File: src/rtl/alu_rr_arbiter.sv
// Two-requester round-robin front end for one shared combinational ALU slice.
// One operation is in flight at a time. The operands are registered for one
// EXEC cycle. The result and flags are then held on a valid/ready response
// channel.
module alu_rr_arbiter #(
  parameter int WIDTH = 8
) (
  input  logic             clk,
  input  logic             rst_n,
  input  logic             req0_valid,
  output logic             req0_ready,
  input  logic [WIDTH-1:0] req0_a,
  input  logic [WIDTH-1:0] req0_b,
  input  logic [2:0]       req0_op,
  input  logic             req1_valid,
  output logic             req1_ready,
  input  logic [WIDTH-1:0] req1_a,
  input  logic [WIDTH-1:0] req1_b,
  input  logic [2:0]       req1_op,
  output logic [WIDTH-1:0] alu_a,
  output logic [WIDTH-1:0] alu_b,
  output logic [2:0]       alu_op,
  input  logic [WIDTH-1:0] alu_result,
  input  logic             alu_zero,
  input  logic             alu_carry,
  input  logic             alu_negative,
  output logic             rsp_valid,
  input  logic             rsp_ready,
  output logic             rsp_id,
  output logic [WIDTH-1:0] rsp_result,
  output logic [2:0]       rsp_flags,
  output logic             busy
);

  typedef enum logic [1:0] {IDLE = 2'd0, EXEC = 2'd1, RESP = 2'd2} state_t;

  state_t           state_q, state_d;
  logic             last_grant_q;
  logic             tag_q;
  logic [WIDTH-1:0] opa_q, opb_q;
  logic [2:0]       op_q;
  logic             rsp_valid_q;
  logic             rsp_id_q;
  logic [WIDTH-1:0] rsp_result_q;
  logic [2:0]       rsp_flags_q;
  logic             busy_q;

  logic window, grant, accept;

  // State register
  always_ff @(posedge clk) begin
    if (!rst_n) state_q <= IDLE;
    else        state_q <= state_d;
  end

  // Next-state logic. A response drained in the same cycle as a new accept
  // goes straight back to EXEC.
  always_comb begin
    state_d = state_q;
    case (state_q)
      IDLE:    if (accept) state_d = EXEC;
      EXEC:    state_d = RESP;
      RESP:    if (rsp_ready) state_d = accept ? EXEC : IDLE;
      default: state_d = IDLE;
    endcase
  end

  // Output logic: accept window, round-robin grant and the ready strobes.
  // A tie goes to the requester that did not win last time. The readies are
  // gated by rst_n so that nothing is accepted while reset is held.
  always_comb begin
    window = (state_q == IDLE) || (state_q == RESP && rsp_ready);
    if (req0_valid && req1_valid) grant = ~last_grant_q;
    else                          grant = req1_valid;
    req0_ready = rst_n && window && !grant && req0_valid;
    req1_ready = rst_n && window &&  grant && req1_valid;
    accept     = req0_ready || req1_ready;
  end

  // Operand/tag capture at accept, and response capture at the end of EXEC
  always_ff @(posedge clk) begin
    if (!rst_n) begin
      last_grant_q <= 1'b1;
      tag_q        <= 1'b0;
      opa_q        <= '0;
      opb_q        <= '0;
      op_q         <= '0;
      rsp_valid_q  <= 1'b0;
      rsp_id_q     <= 1'b0;
      rsp_result_q <= '0;
      rsp_flags_q  <= '0;
      busy_q       <= 1'b0;
    end else begin
      busy_q <= (state_d != IDLE);
      if (accept) begin
        last_grant_q <= req1_ready;
        tag_q        <= req1_ready;
        opa_q        <= req1_ready ? req1_a  : req0_a;
        opb_q        <= req1_ready ? req1_b  : req0_b;
        op_q         <= req1_ready ? req1_op : req0_op;
      end
      if (state_q == EXEC) begin
        rsp_valid_q  <= 1'b1;
        rsp_id_q     <= tag_q;
        rsp_result_q <= alu_result;
        rsp_flags_q  <= {alu_zero, alu_carry, alu_negative};
      end else if (state_q == RESP && rsp_ready) begin
        rsp_valid_q  <= 1'b0;
      end
    end
  end

  assign alu_a      = opa_q;
  assign alu_b      = opb_q;
  assign alu_op     = op_q;
  assign rsp_valid  = rsp_valid_q;
  assign rsp_id     = rsp_id_q;
  assign rsp_result = rsp_result_q;
  assign rsp_flags  = rsp_flags_q;
  assign busy       = busy_q;

endmodule
File: config.mk
export PLATFORM = sky130hd
export DESIGN_NAME = alu_rr_arbiter
export DESIGN_NICKNAME = d
export VERILOG_FILES = /design/src/rtl/alu_rr_arbiter.sv
export SDC_FILE = /design/constraint.sdc
export NUM_CORES = 1
export LEC_CHECK = 0
export CELL_PAD_IN_SITES_DETAIL_PLACEMENT = 1
export CELL_PAD_IN_SITES_GLOBAL_PLACEMENT = 2
export CORE_ASPECT_RATIO = 1.25
export CORE_MARGIN = 3
export CORE_UTILIZATION = 23
export DETAILED_ROUTE_END_ITERATION = 10
export GPL_TIMING_DRIVEN = 0
export PLACE_DENSITY_LB_ADDON = 0.1
export SLEW_MARGIN = 5
export SYNTH_ARGS = -nofsm -noshare
export SYNTH_HDL_FRONTEND = slang
export SYNTH_SLANG_ARGS = --single-unit
File: constraint.sdc
create_clock -name clk -period 1.79 [get_ports clk]
set_input_delay 0.2685 -clock clk [delete_from_list [all_inputs] [get_ports clk]]
set_output_delay 0.2685 -clock clk [all_outputs]
set_load 0.03 [all_outputs]
==> flow_metrics.env <==
export IMPL_synth_edff_count=0
export IMPL_synth_async_sr_flop_share_pct=0
export IMPL_ys_types=31
export IMPL_setup_viol=0
export IMPL_syn_area_per_cell_um2=9.67
export IMPL_syn_nets=247
export IMPL_cts_sinks=37
export IMPL_slew_headroom_pct=47.2
export IMPL_whs_ns=0.387
export IMPL_area_delta_synth_final_pct=59.7
export IMPL_final_cell_mix="clkdlybuf4s50_1 (84), dfxtp_1 (36), nand2_1 (26)"
export IMPL_finalCritPeriodShare_pct=93.6
export IMPL_grt_usage_pct=13.4
export IMPL_place_area_um2=2870
export IMPL_core_area_um2=7840
export IMPL_ys_ff_latch=37
export IMPL_grt_overflow=0
export IMPL_viasPerCell=4.74
export IMPL_netlist_area_um2=1870
export IMPL_setup_tns_ns=0
export IMPL_hold_buffers=0
export IMPL_cp_data_required_time_ns=1.52
export IMPL_final_hold_viol_count=0
export IMPL_clk_latency_ns=0.29
export IMPL_fin_crit_ns=1.68
export IMPL_max_cap_violations=0
export IMPL_hpwlAfterDp_mm=4.43
export IMPL_worstPathArrival_ns=1.41
export IMPL_slew_violations=0
export IMPL_final_util_pct=38.0
export IMPL_rsz0062_at_grt="no"
export IMPL_drive_gt1_share_pct=21.5
export IMPL_stdcell_area_um2=2980
export IMPL_drt_iter0_drc=52
export IMPL_synth_flop_cell="dfxtp_1"
export IMPL_grt_pass1_wl_mm=9.75
export IMPL_cellLeakagePower_nw=1.08
export IMPL_cts_root_buf="clkbuf_8"
export IMPL_num_io_pins=89
export IMPL_die_height_um=107
export IMPL_fin_skew_ns=0.00647
export IMPL_initial_utilization_pct=23.8
export IMPL_cts_path_max_buffers=2
export IMPL_worstMarginPinSlew_ns=0.792
export IMPL_path_class="in2out"
export IMPL_grt_max_degree=12
export IMPL_layout_commonest_cell="clkdlybuf4s50_1"
export IMPL_antenna_found_initial=0
export IMPL_htreeDepth=2
export IMPL_worst_r2r_setup_slack_ns=0.38
export IMPL_die_w_um=86.6
export IMPL_max_freq_mhz=597
export IMPL_routed_wirelength_mm=6.01
export IMPL_cts_tree="built"
export IMPL_clk_pin_slew_ns=0.07
export IMPL_multi_input_area_um2=911
export IMPL_ant_nets=0
export IMPL_syn_inst=193
export IMPL_portBuffers=88
export IMPL_dr_pass1_iters=4
export IMPL_cts_buffers=5
export IMPL_num_vias=1815
export IMPL_grt_pass1_vias=1899
export IMPL_place_congestion=0.698
export IMPL_end_kind="output port"
export IMPL_start_kind="input pin"
export IMPL_p_total_w=0.00230
export IMPL_cp_max_fo=10
export IMPL_p_per_area_nw_per_um2=771
export IMPL_ir_drop_uv=314
export IMPL_avgRoutedWirePerCell_um=15.7
export IMPL_antenna_cells=0
export IMPL_worstHoldPathType="in2reg"
export IMPL_n_fill_cell=922
export IMPL_fin_nets=341
export IMPL_drcViolationCount=0
export IMPL_ys_warn_count=0
export IMPL_status="finished, final reports clean"
export IMPL_die_area_um2=9240
export IMPL_seq_area_frac_synth_pct=39.7
export IMPL_seqCellArea_um2=742
export IMPL_rows=36
metal layers:
layer  up-vias  part of all wire [%]  routed length, um  GRT usage, %
li1        889                     -                  -             -
met1       855                    45               2700          17.3
met2        66                    47               2840          21.9
met3         5                   6.8                407          3.61
met4         0                   1.1                 67          3.67
met5         -                     0                  0             0
state kept, by name, summed over array words and instances, names as in the netlist:
name	count
alu_a	8
alu_b	8
rsp_result	8
alu_op	3
rsp_flags	3
state_q	2
busy	1
last_grant_q	1
rsp_id	1
rsp_valid	1
tag_q	1
report_power, final:
part	switching [W]	internal, W	total (W)
clock	0.000314	0.000349	0.000662
sequential	0.0000405	0.000892	0.000933
combinational	0.000362	0.000339	0.000701
total	0.000716	0.00158	0.00230
layout make-up:
| cell class | instances | share of cell area [%] |
|---|---|---|
| Buffer | 18 | 5.08 |
| Clock buffer | 7 | 3.23 |
| Clock inverter | 1 | 0.168 |
| Inverter | 21 | 2.64 |
| Multi-Input combinational cell | 116 | 30.6 |
| Sequential cell | 37 | 24.9 |
| Tap cell | 95 | 3.99 |
| Timing Repair Buffer | 88 | 29.4 |
worst paths after layout:
check,end,from,cells past startpoint
max,req0_ready,req1_valid,5
min,last_grant_q,rst_n,2
max reg2reg,alu_op[1],last_grant_q,4
min reg2reg,rsp_result[3],rsp_result[3],2
worst max-delay path, cell delays in order:
cell,delay [ns]
clkdlybuf4s50_1,0.45
nand2b_1,0.12
and4_4,0.26
buf_8,0.16
buf_6,0.14
cells in the mapped netlist, types with 2 or more instances:
cell type / number / area, um2
a2111oi_2: 19 / 285
nor4_2: 10 / 125
a21oi_1: 13 / 65.1
buf_6: 5 / 56.3
clkbuf_1: 2 / 7.51
buf_4: 2 / 15.0
or2_1: 2 / 12.5
nor2_1: 2 / 7.51
buf_2: 8 / 40.0
nand2b_1: 2 / 12.5
a31oi_1: 19 / 119
inv_1: 21 / 78.8
dfxtp_1: 37 / 741
nor4_1: 9 / 56.3
nand2_1: 26 / 97.6
repair_timing:
action	4_1_cts	5_1_grt
setup buffers	0	0
resized for setup	19	3
setup endpoints to repair	2	1
cells by family (layout without fill, tap and decap cells):
logic type / Yosys count / after routing / share of synthesized area, %
AND/OR/NAND/NOR: 61 / 61 / 21.7
AO/OA/AOI/OAI: 55 / 55 / 26.7
buffers and inverters: 40 / 135 / 11.9
flip-flops: 37 / 37 / 39.7
through the flow:
stage,worst slack (ns),instances
after floorplan,0.393,193
after detailed placement,-0.682,376
final,0.114,383
after CTS,0.0404,384
after global placement,-0.669,376
after global routing,0.00650,383
(Power assumes the default switching activity.)
